## config.mk

```make
export PLATFORM = sky130hd
export DESIGN_NAME = main_module
export DESIGN_NICKNAME = d
export VERILOG_FILES = /design/src/rtl/atm_pkg.sv /design/src/rtl/atm_account.sv /design/src/rtl/main_module.sv
export SDC_FILE = /design/constraint.sdc
export NUM_CORES = 1
export LEC_CHECK = 0
export ABC_AREA = 1
export CAP_MARGIN = 20
export CORE_AREA = 2 2 53 93
export CTS_CLUSTER_SIZE = 10
export DETAILED_ROUTE_END_ITERATION = 8
export DIE_AREA = 0 0 55 95
export GPL_TIMING_DRIVEN = 0
export PLACE_DENSITY = 0.79
export SETUP_SLACK_MARGIN = 0.15
export SLEW_MARGIN = 20
export SYNTH_ARGS = -nofsm -noshare
export SYNTH_HDL_FRONTEND = slang
export SYNTH_SLANG_ARGS = --single-unit
```

## constraint.sdc

```tcl
create_clock -name clk -period 2.5 [get_ports clk]
set_input_delay 0.25 -clock clk [delete_from_list [all_inputs] [get_ports clk]]
set_output_delay 0.25 -clock clk [all_outputs]
set_load 0.005 [all_outputs]
```

## src/rtl/atm_pkg.sv

```systemverilog
// Shared types and default constants for the ATM session controller.
package atm_pkg;

  typedef enum logic [2:0] {
    S_IDLE,
    S_LANG,
    S_PIN,
    S_MENU,
    S_WITHDRAW,
    S_DEPOSIT,
    S_BALANCE,
    S_HOLD
  } state_e;

  typedef enum logic [1:0] {
    OP_WITHDRAW = 2'd0,
    OP_DEPOSIT  = 2'd1,
    OP_BALANCE  = 2'd2,
    OP_EXIT     = 2'd3
  } op_e;

  localparam logic [3:0]  DEF_PIN_CODE     = 4'b1111;
  localparam logic [7:0]  DEF_INIT_BALANCE = 8'd100;
  localparam int unsigned DEF_MAX_TRIES    = 3;

endpackage

```

## src/rtl/atm_account.sv

```systemverilog
// Account balance register with saturating-free add/subtract:
// requests that would overflow or overdraw are flagged and ignored.
module atm_account
  import atm_pkg::*;
#(
  parameter logic [7:0] INIT_BALANCE = DEF_INIT_BALANCE
) (
  input  logic       i_clk,
  input  logic       i_rst,
  input  logic       i_wd_en,
  input  logic       i_dep_en,
  input  logic [5:0] i_wd_amt,
  input  logic [5:0] i_dep_amt,
  output logic [7:0] o_balance,
  output logic [7:0] o_wd_balance,
  output logic [7:0] o_dep_balance,
  output logic       o_insufficient,
  output logic       o_overflow
);

  logic [7:0] r_balance;
  logic [7:0] w_wd_ext;
  logic [7:0] w_dep_ext;
  logic [8:0] w_sum;

  // Candidate results and the flags that decide whether they may be applied
  always_comb begin
    w_wd_ext       = {2'b00, i_wd_amt};
    w_dep_ext      = {2'b00, i_dep_amt};
    w_sum          = {1'b0, r_balance} + {1'b0, w_dep_ext};
    o_insufficient = (w_wd_ext > r_balance);
    o_overflow     = w_sum[8];
    o_wd_balance   = r_balance - w_wd_ext;
    o_dep_balance  = w_sum[7:0];
  end

  // Balance register: load on reset, otherwise apply only legal requests
  always_ff @(posedge i_clk) begin
    if (i_rst) begin
      r_balance <= INIT_BALANCE;
    end else if (i_wd_en && !o_insufficient) begin
      r_balance <= o_wd_balance;
    end else if (i_dep_en && !o_overflow) begin
      r_balance <= o_dep_balance;
    end
  end

  assign o_balance = r_balance;

endmodule

```

## src/rtl/main_module.sv

```systemverilog
// ATM session controller: card/language/PIN login, then a menu of
// withdraw, deposit, balance and exit against a single account.
module main_module
  import atm_pkg::*;
#(
  parameter logic [3:0]  PIN_CODE     = DEF_PIN_CODE,
  parameter logic [7:0]  INIT_BALANCE = DEF_INIT_BALANCE,
  parameter int unsigned MAX_TRIES    = DEF_MAX_TRIES
) (
  input  logic       clk,
  input  logic       rst,
  input  logic       Insert_card,
  input  logic       Language_chosen,
  input  logic [3:0] Pin,
  input  logic [1:0] Operation,
  input  logic [5:0] Deposit_Amount,
  input  logic [5:0] WithDraw_Amount,
  input  logic       exit,
  input  logic       home_in,
  output logic [7:0] Check_balance,
  output logic [7:0] FinalBalance
);

  localparam int unsigned TRY_W = $clog2(MAX_TRIES + 1);
  localparam logic [TRY_W-1:0] TRY_LAST = TRY_W'(MAX_TRIES - 1);

  state_e           r_state;
  op_e              r_exec_op;
  logic [TRY_W-1:0] r_tries;
  logic [3:0]       r_prev_pin;
  logic [7:0]       r_final;

  logic       w_abort;
  logic       w_wd_en;
  logic       w_dep_en;
  logic [7:0] w_balance;
  logic [7:0] w_wd_balance;
  logic [7:0] w_dep_balance;
  logic       w_insufficient;
  logic       w_overflow;

  // Account requests are only issued when no higher-priority exit/home wins
  always_comb begin
    w_abort  = exit || (Operation == OP_EXIT);
    w_wd_en  = (r_state == S_WITHDRAW) && !w_abort && !home_in &&
               (WithDraw_Amount != '0);
    w_dep_en = (r_state == S_DEPOSIT) && !w_abort && !home_in &&
               (Deposit_Amount != '0);
  end

  atm_account #(
    .INIT_BALANCE (INIT_BALANCE)
  ) u_account (
    .i_clk          (clk),
    .i_rst          (rst),
    .i_wd_en        (w_wd_en),
    .i_dep_en       (w_dep_en),
    .i_wd_amt       (WithDraw_Amount),
    .i_dep_amt      (Deposit_Amount),
    .o_balance      (w_balance),
    .o_wd_balance   (w_wd_balance),
    .o_dep_balance  (w_dep_balance),
    .o_insufficient (w_insufficient),
    .o_overflow     (w_overflow)
  );

  // Session FSM, PIN-try counter and latched final balance
  always_ff @(posedge clk) begin
    if (rst) begin
      r_state    <= S_IDLE;
      r_exec_op  <= OP_WITHDRAW;
      r_tries    <= '0;
      r_prev_pin <= '0;
      r_final    <= '0;
    end else begin
      r_prev_pin <= Pin;
      case (r_state)
        S_IDLE: begin
          if (Insert_card) r_state <= S_LANG;
        end
        S_LANG: begin
          if (exit) r_state <= S_IDLE;
          else if (Language_chosen) r_state <= S_PIN;
        end
        S_PIN: begin
          if (exit) begin
            r_state <= S_IDLE;
            r_tries <= '0;
          end else if (Pin == PIN_CODE) begin
            r_state <= S_MENU;
            r_tries <= '0;
          end else if (Pin != r_prev_pin) begin
            if (r_tries == TRY_LAST) begin
              r_state <= S_IDLE;
              r_tries <= '0;
            end else begin
              r_tries <= r_tries + 1'b1;
            end
          end
        end
        default: begin
          // Balance view refreshes every cycle it is shown
          if (r_state == S_BALANCE) r_final <= w_balance;
          if (w_abort) begin
            r_state <= S_IDLE;
            r_final <= w_balance;
          end else if (home_in) begin
            r_state <= S_MENU;
          end else begin
            case (r_state)
              S_MENU: begin
                case (Operation)
                  OP_WITHDRAW: r_state <= S_WITHDRAW;
                  OP_DEPOSIT:  r_state <= S_DEPOSIT;
                  OP_BALANCE:  r_state <= S_BALANCE;
                  default:     r_state <= S_MENU;
                endcase
              end
              S_WITHDRAW: begin
                if (WithDraw_Amount != '0 && !w_insufficient) begin
                  r_final   <= w_wd_balance;
                  r_exec_op <= OP_WITHDRAW;
                  r_state   <= S_HOLD;
                end
              end
              S_DEPOSIT: begin
                if (Deposit_Amount != '0) begin
                  if (!w_overflow) r_final <= w_dep_balance;
                  r_exec_op <= OP_DEPOSIT;
                  r_state   <= S_HOLD;
                end
              end
              S_BALANCE: begin
                if (Operation != OP_BALANCE) r_state <= S_MENU;
              end
              S_HOLD: begin
                if (Operation != r_exec_op) r_state <= S_MENU;
              end
              default: r_state <= S_IDLE;
            endcase
          end
        end
      endcase
    end
  end

  assign Check_balance = w_balance;
  assign FinalBalance  = r_final;

endmodule

```

==> impl_metrics.yaml <==
setup_path:
  reg2reg_from: "u_account.o_balance[3]$_SDFFE_PP0P_"
  path_cells: "clkdlybuf4s50_1, ha_1, inv_1, fa_2, nand3_1, nand3_2, nand2_2, nand2_4, nand2_1, nand2_2, nand3_4, buf_4, nand3b_1, nand3_1, nand2_1, inv_1"
  r2r_end: "FinalBalance[2]$_SDFFE_PP0P_"
  slowest_stage: "clkdlybuf4s50_1"
  reg2reg_depth: 12
  worst-path-stages: 16
  critPathLaunchType: "primary input"
  rrSetupSlack_ps: 290
  timing.critical_path.to_type: "flip-flop"
  cp.required_ps: 2730
  path_class: "in -> reg"
  critPathArrivalTime_ps: 2450
  slowest_delay_ps: 510
  critPathTopFamily: "simple AND/OR/NAND/NOR gates"
  cp.buffers_inverters: 4
  cp_max_fo: 6
synthesis:
  synth_common_cells: "nand2_1, inv_1, nand3_1, nor2_1, dfxtp_1"
  synthCells: 368
  synth_edf_count: 0
  syn_area_sq_um: 2340
  ys_seq_area_frac: 0.223
  synth.avg_cell_area_sq_um: 6.35
  netlist-cell-type-count: 39
  synth_seq_cells: 26
  synthesis.nets: 406
  ys.flop_type: "dfxtp_1"
  synth_top_area_frac: 0.223
  synthTopCellsByArea: "dfxtp_1, nand2_1, nand3_1"
  async_reset_ff_frac: 0
  synth_most_common_cell: "nand2_1"
  yosysTopAreaCell: "dfxtp_1"
  synth_warnings: 0
timing:
  rsz0062_at_grt: "false"
  hold_viol: 0
  setup_viol_count_final: 0
  period_share: 0.888
  final_max_slew_viol_count: 0
  fin_ws_ps: 279
  finalClockSkew_ps: 4.36
  timing.setup.tns_ps: 0
  max_slew.worst_pin.slew_ps: 524
  fin_crit_ps: 2220
  max_freq_mhz: 450
  relSlewSlack: 0.650
routing:
  via_per_inst: 5.61
  ant_nets: 0
  drt-total-wl_microns: 6870
  drtPass1Iterations: 4
  wire_per_inst_microns: 14.7
  route.detailed.drc: 0
  vias: 2620
  drt_iter0_drc: 71
placement:
  dp_slack_ps: -145
  io_buffers: 39
  gp_congestion: 0.933
  dp_hpwl_microns: 5530
final_layout:
  diodes: 0
  drive_above_1_share: 0.123
  final_net_count: 454
  area_growth_pct: 25.5
floorplan:
  core.rowCount: 33
  initial_utilization: 0.514
  dieArea_sq_um: 5230
  die_h_microns: 95
  die_w_microns: 55
  ioPinCount: 40
  core_region_area_sq_um: 4540
clock_tree:
  cts.sinks: 26
  htree_levels: 1
  clkLatencyLatePin_ps: 280
  cts.reportedPaths.clkPinSlew_ps: 90
  holdBufCountCts: 0
  root_buffer: "clkbuf_8"
  cts_tree: "built"
  numCtsBuffers: 3
  clk_path_buf_depth: 2
worst_hold_path:
  holdCritPathClass: "reg -> reg"
  min_to: "r_exec_op[0]$_SDFFE_PP0P_"
  hp-start: "r_exec_op[0]$_SDFFE_PP0P_"
  whs_path_depth: 2
global_routing:
  grt_max_degree: 16
  overflow: 0
  grt_pass1_vias: 2504
  antenna_found_initial: 0
  track_usage: 0.275
  grt_pass1_wl_microns: 10600
power:
  p_leak_uw: 0.00136
  ir_drop_uv: 488
  p_per_area_nw_per_um2: 578
outcome:
  status: "finished clean"
run:
  maxCapViolCount: 0
==> layer usage <==
metal,vias to the layer above,track usage,share of wire
met3,27,0.0285,0.036
met2,84,0.521,0.55
li1,1309,-,-
met1,1200,0.258,0.36
met5,-,0,0
met4,0,0.171,0.058
==> cell type report <==
cell class                 count  area (sq um)
tap                           52          65.1
clock buffer                   3          41.3
timing repair buffer          43           420
sequential                    26           522
multi-input combinational    288          1630
buffer                         6          40.0
fill                         432          1610
inverter                      48           183
clock inverter                 1          30.0
==> flip-flops by register name, summed over array words and instances, names as in the netlist <==
register and flops:
r_tries 2, FinalBalance 8, r_state 3, u_account.o_balance 8, r_prev_pin 4, r_exec_op 1
==> worst min-delay path, cell delays in order (launching register included) <==
cell and delay [ps]:
dfxtp_1 340, nand2_1 70, a21oi_1 50
==> worst max path at each step <==
stage,start,to,slack (ps)
6_report,WithDraw_Amount[0],FinalBalance[3]$_SDFFE_PP0P_,280
5_1_grt,WithDraw_Amount[0],FinalBalance[4]$_SDFFE_PP0P_,100
4_1_cts,u_account.o_balance[0]$_SDFFE_PP0P_,FinalBalance[7]$_SDFFE_PP0P_,190
3_5_place_dp,WithDraw_Amount[0],FinalBalance[7]$_SDFFE_PP0P_,-150
3_3_place_gp,WithDraw_Amount[0],FinalBalance[2]$_SDFFE_PP0P_,-110
2_1_floorplan,u_account.o_balance[0]$_SDFFE_PP0P_,FinalBalance[7]$_SDFFE_PP0P_,500
==> cells by family (layout without fill, tap and decap cells) <==
| group | after synthesis | count (layout) | share of synthesized area |
|---|---|---|---|
| simple gates | 206 | 206 | 0.414 |
| fa+ha+maj | 14 | 14 | 0.0814 |
| compound gates | 53 | 53 | 0.128 |
| mux | 4 | 4 | 0.0171 |
| xor+xnor | 11 | 11 | 0.0412 |
| flops | 26 | 26 | 0.223 |
| buf+inv | 54 | 101 | 0.0953 |
==> layout by cell type (no fill, tap or decap), drive strengths merged <==
| cell | Yosys | layout |
|---|---|---|
| a211oi | 1 | 1 |
| a21oi | 18 | 18 |
| a311oi | 1 | 1 |
| a31oi | 5 | 5 |
| and3 | 1 | 1 |
| buf | 4 | 8 |
| bufinv | 0 | 1 |
| clkbuf | 2 | 5 |
| clkdlybuf4s50 | 0 | 39 |
| dfxtp | 26 | 26 |
| fa | 2 | 2 |
| ha | 12 | 12 |
| inv | 48 | 48 |
| mux2i | 4 | 4 |
| nand2 | 105 | 105 |
| nand3 | 40 | 40 |
| nand3b | 4 | 4 |
| nand4 | 6 | 6 |
| nor2 | 39 | 39 |
| nor3 | 5 | 5 |
| nor3b | 1 | 1 |
| nor4 | 1 | 1 |
| o2111ai | 2 | 2 |
| o211ai | 3 | 3 |
| o21ai | 22 | 22 |
| o31ai | 1 | 1 |
| or2 | 4 | 4 |
| xnor2 | 2 | 2 |
| xor2 | 9 | 9 |
==> power by group <==
part	total (uW)	internal [uW]	switching, uW
Sequential	546	477	69.7
Clock	354	214	139
Combinational	795	312	482
==> per-stage QoR <==
step	total power (uW)	cell area, sq um	hold slack [ps]	std cells	util
2_1_floorplan	1080	2340	375	368	-
3_3_place_gp	1310	2790	466	459	0.615
3_5_place_dp	1320	2790	480	459	0.615
4_1_cts	1680	2870	494	463	0.631
5_1_grt	1810	2930	503	467	0.646
6_report	1690	2930	498	467	0.646
==> repair_timing <==
item / CTS / global route
endpoints found under the setup margin: 4 / 18
resized for setup: 1 / 11
pin swaps: 0 / 3
buffers inserted: 0 / 4
(Power assumes the default switching activity.)
==> patch 1: new RTL, config.mk and constraints unchanged <==
Register the output `Check_balance`; this adds one clock of latency there. The other outputs are not delayed to match.
--- a/src/rtl/main_module.sv
+++ b/src/rtl/main_module.sv
@@ -145,5 +145,7 @@
   end
 
-  assign Check_balance = w_balance;
+  always_ff @(posedge clk) begin
+    Check_balance <= w_balance;
+  end
   assign FinalBalance  = r_final;
 
Behaviour: not the same (a bounded check fails within 4 cycles, from zero or initial values and one cycle with rst high).
==> patch 1 against the unedited design <==
  * Sequential cell count rose by 8
  * Synthesized area rose by 14%
  * Total power grew 30%
  * Count of clock-buffer cells in the layout rose by 3
  * Largest power group unchanged
  * Largest cell class unchanged
  * Sequential share of layout area increased by 2.8 points
  * Via count up 8.1%
  * Design area is 13% higher
  * Worst setup slack got worse by 0.020 ns
  * Wire length up 8.5%
  * Cell count increased by 9.9%
==> patch 1: results (changes against the unedited design) <==
synth_area_leaders: "dfxtp_1 (26%), nand2_1 (19%), inv_1 (7.9%), nand3_1 (6.2%), ha_1 (5.6%)"
ant_nets: 0  # unchanged
drt_iter0_markers: 133  # +87%
clk_pin_slew_ns: 0.07  # -0.02 ns
grt.met1_usage_pct: 27.6  # +1.8 points
status: "finished clean"
grt_pass1_wl_um: 11400  # +7.5%
min_path_type: "input port to flop"
multi_input_area_sq_mm: 0.00175  # +7.3%
ys_async_sr_fraction_pct: 0  # unchanged
slowest_delay_ns: 0.45  # -0.06 ns
r2r_slack_ns: 0.27  # -0.02 ns
drive_above_1_share_pct: 12.8  # +0.51 points
mappedNetlistNets: 447  # +10%
synth.distinct_cells: 37  # -5.1%
root_buffer: "clkbuf_8"
place_hpwl_um: 5640  # +1.9%
gp_congestion: 0.888  # -4.8%
use_met2_pct: 55.8  # +3.7 points
cts_buffers: 5  # +2
fin_skew_ns: 0.00196  # -0.00241 ns
nets: 498  # +9.7%
grtUsageTotal_pct: 29.5  # +2.0 points
peakVddDrop_v: 0.000486  # -0.31%
place_area_sq_mm: 0.00310  # +11%
vias: 2831  # +8.1%
synth_commonest_cells: "nand2_1 (131), inv_1 (56), dfxtp_1 (34)"
fillers: 397  # -8.1%
drt_wl_total_um: 7450  # +8.5%
insertion_delay_ns: 0.28  # about the same
clk_path_buf_depth: 2  # unchanged
timing.fmax_mhz: 446  # -0.91%
cp_max_fo: 7  # +1
yosysSeqAreaShare_pct: 25.6  # +3.3 points
p_int_uw: 1310  # +30%
grt_max_degree: 12  # -4
cts_htree_levels: 2  # +1
grt_pass1_vias: 2748  # +9.7%
p_leak_uw: 0.00162  # +19%
slew_headroom_pct: 55.8  # -9.2 points
io_buffer_count: 38  # -2.6%
met3_usage_pct: 3.80  # +0.95 points
[patch 1: cell count changes in the layout (fill, tap and decap cells not counted), moves of 4 or more]
cell	change
o21ai_0	+12
inv_2	-4
nand4_1	+4
inv_1	+14
o211ai_2	+6
mux2i_1	-4
nand2_1	+37
o21ai_1	-7
nand2_2	-7
or2_2	-4
dfxtp_1	+8
a21oi_1	-8
nand3_1	-6
[patch 1: final timing paths]
kind / start / endpoint / depth (start not counted)
worst max register to register: u_account.o_balance[0]$_SDFFE_PP0P_ / u_account.o_balance[5]$_SDFFE_PP1P_ / 15
worst max-delay path: WithDraw_Amount[3] / u_account.o_balance[5]$_SDFFE_PP1P_ / 13
worst min-delay path: rst / r_prev_pin[2]$_SDFF_PP0_ / 2
worst min register to register: u_account.o_balance[0]$_SDFFE_PP0P_ / Check_balance[0]$_DFF_P_ / 0
[patch 1: power groups by stage]
stage	combinational [uW]	clock [uW]	sequential, uW
2_1_floorplan	657	0	734
3_3_place_gp	950	0	751
3_5_place_dp	968	0	753
4_1_cts	978	428	742
5_1_grt	1150	450	754
6_report	1030	423	746
[patch 1: layer usage]
| metal | up-vias | wire, um |
|---|---|---|
| met2 | 109 | 4050 |
| li1 | 1429 | - |
| met1 | 1253 | 2630 |
| met5 | - | 0 |
| met3 | 40 | 338 |
| met4 | 0 | 433 |
[patch 1: kinds of logic after synthesis]
group                    count (synthesis)  share of synthesized area, %
AO/OA/AOI/OAI                           61                          15.6
XOR/XNOR                                 9                          2.97
adder cells (fa/ha/maj)                 14                          7.16
buffers and inverters                   66                          10.2
flip-flops                              34                          25.6
AND/OR/NAND/NOR                        225                          38.5
[patch 1: layout make-up]
cell class	instances	share of cell area, %
multi-input cells	310	52.7
repair buffers	43	13.2
plain buffers	8	2.00
clock buffers	6	2.49
flip-flops and latches	34	20.6
well taps	52	1.96
inverters	58	6.63
clock inverters	2	0.377
[patch 1: metrics by stage]
step	setup TNS (ns)	hold slack (ns)	instances	worst slack, ns
after global placement	-1.40	0.395	499	-0.187
final	0	0.390	513	0.259
after floorplan	0	0.357	409	0.388
after global routing	0	0.414	513	0.131
after CTS	0	0.398	508	0.174
after detailed placement	-1.60	0.399	499	-0.184
[patch 1: timing repair]
action                     in CTS  in global routing
gates resized for setup         3                 15
gates cloned                    0                  2
pin swaps                       1                  5
setup endpoints to repair       7                 19
buffers inserted                1                  3
hold endpoints to repair        0                  0
==> patch 2: new RTL, same settings <==
Made on the original files. The package constant `DEF_MAX_TRIES` goes from 3 to 6.
--- a/src/rtl/atm_pkg.sv
+++ b/src/rtl/atm_pkg.sv
@@ -22,5 +22,5 @@
   localparam logic [3:0]  DEF_PIN_CODE     = 4'b1111;
   localparam logic [7:0]  DEF_INIT_BALANCE = 8'd100;
-  localparam int unsigned DEF_MAX_TRIES    = 3;
+  localparam int unsigned DEF_MAX_TRIES    = 6;
 
 endpackage
Formal check against the unedited RTL: not equivalent (a bounded check fails within 10 cycles, from zero or initial values and one cycle with rst high).
==> patch 2 against the unedited design <==
  * Wire length grew 4.0%
  * Design area grew 7.0%
  * Sequential cell count grew 1
  * Largest power group unchanged
  * Total power shrank 6.4%
  * Non-clock buffer count shrank 3
  * Synthesized area grew 7.6%
  * Critical endpoint is now u_account.o_balance[6]$_SDFFE_PP1P_
  * Highest routed layer unchanged
  * Worst setup slack lost 0.033 ns
  * Global-route usage grew 1.6 points
==> patch 2: results (changes against the unedited design) <==
place_hpwl_um: 5680  # +2.6%
synth-adder-area-share_pct: 7.57  # -0.57 points
whs_ns: 0.497  # -0.00165 ns
synth_xor_area_share_pct: 3.49  # -0.64 points
min_path_type: "flop to flop"
fillers: 415  # -3.9%
timing.rr.start: "u_account.o_balance[0]$_SDFFE_PP0P_"
cts_resized: 0  # -1
p_leak_uw: 0.00146  # +7.9%
fin_crit_ns: 2.25  # +0.0330 ns
drive_above_1_share_pct: 12.8  # +0.48 points
gp_congestion: 0.916  # -1.8%
synth_mux_area_share_pct: 0  # -1.7 points
reg2reg_depth: 14  # +2
arrival_ns: 2.42  # -0.03 ns
synth.avg_cell_area_sq_um: 6.05  # -4.6%
grt_max_degree: 17  # +1
holdPathEnd: "r_exec_op[0]$_SDFFE_PP0P_"
cp_max_fo: 8  # +2
grtUsageTotal_pct: 29.1  # +1.6 points
power_uw: 1590  # -6.4%
worstMarginPinSlew_ns: 0.664  # +0.140 ns
worst_setup_path_end_kind: "flop"
grt.met1_usage_pct: 27.6  # +1.8 points
m1WireLength_um: 2490  # +0.97%
status: "finished clean"
yosysSeqAreaShare_pct: 21.5  # -0.77 points
routedWlPerCell_um: 13.9  # -5.5%
clk_pin_slew_ns: 0.09  # about the same
place_area_sq_mm: 0.00297  # +6.3%
mappedNetlistNets: 453  # +12%
grt_pass1_vias: 2685  # +7.2%
use_met2_pct: 56.2  # +4.1 points
drtPass1Iterations: 7  # +3
synth.distinct_cells: 35  # -10%
fin_skew_ns: 0.00586  # +0.00149 ns
met3WireLength_um: 312  # +27%
dp_worst_setup_slack_ns: -0.113  # +0.0323 ns
synth_compound_gate_area_share_pct: 13.2  # +0.45 points
nets: 501  # +10%
reg2reg_to: "u_account.o_balance[6]$_SDFFE_PP1P_"
drt_iter0_markers: 95  # +34%
io_buffer_count: 39  # unchanged
synth_commonest_cells: "nand2_1 (136), inv_1 (50), nor2_1 (34)"
peakVddDrop_v: 0.000471  # -3.4%
r2r_slack_ns: 0.29  # about the same
grt_pass1_wl_um: 11200  # +6.2%
vias: 2752  # +5.0%
met2_length_um: 3930  # +4.5%
met3_usage_pct: 2.53  # -0.32 points
synth_area_leaders: "dfxtp_1 (22%), nand2_1 (20%), inv_1 (7.5%), nand3_1 (6.6%), ha_1 (6.0%)"
final_cells: 514  # +10%
## patch 2: layout make-up
cell class / count / area, sq um / share of cell area (%)
multi-input combinational: 328 / 1840 / 58.6
buffer: 4 / 15.0 / 0.479
clock buffer: 3 / 41.3 / 1.32
tap: 52 / 65.1 / 2.07
timing repair buffer: 42 / 413 / 13.2
sequential: 27 / 542 / 17.3
inverter: 57 / 214 / 6.82
clock inverter: 1 / 7.51 / 0.239
## patch 2: report_power, final
| part | leakage [uW] | total (uW) | internal (uW) | switching, uW |
|---|---|---|---|---|
| clock | 0.0000217 | 262 | 114 | 149 |
| combinational | 0.00122 | 766 | 318 | 448 |
| sequential | 0.000221 | 558 | 494 | 64.2 |
## patch 2: worst max-delay path, stage by stage
cell and delay [ns]:
clkdlybuf4s50_1 0.48, ha_1 0.16, inv_2 0.05, fa_2 0.39, nand3_1 0.10, nand3_2 0.12, nand2_4 0.11, nand2_4 0.08
nand2_8 0.10, nor2_8 0.08, nand2_8 0.10, o21ai_2 0.12, a21oi_1 0.15, o21ai_0 0.10
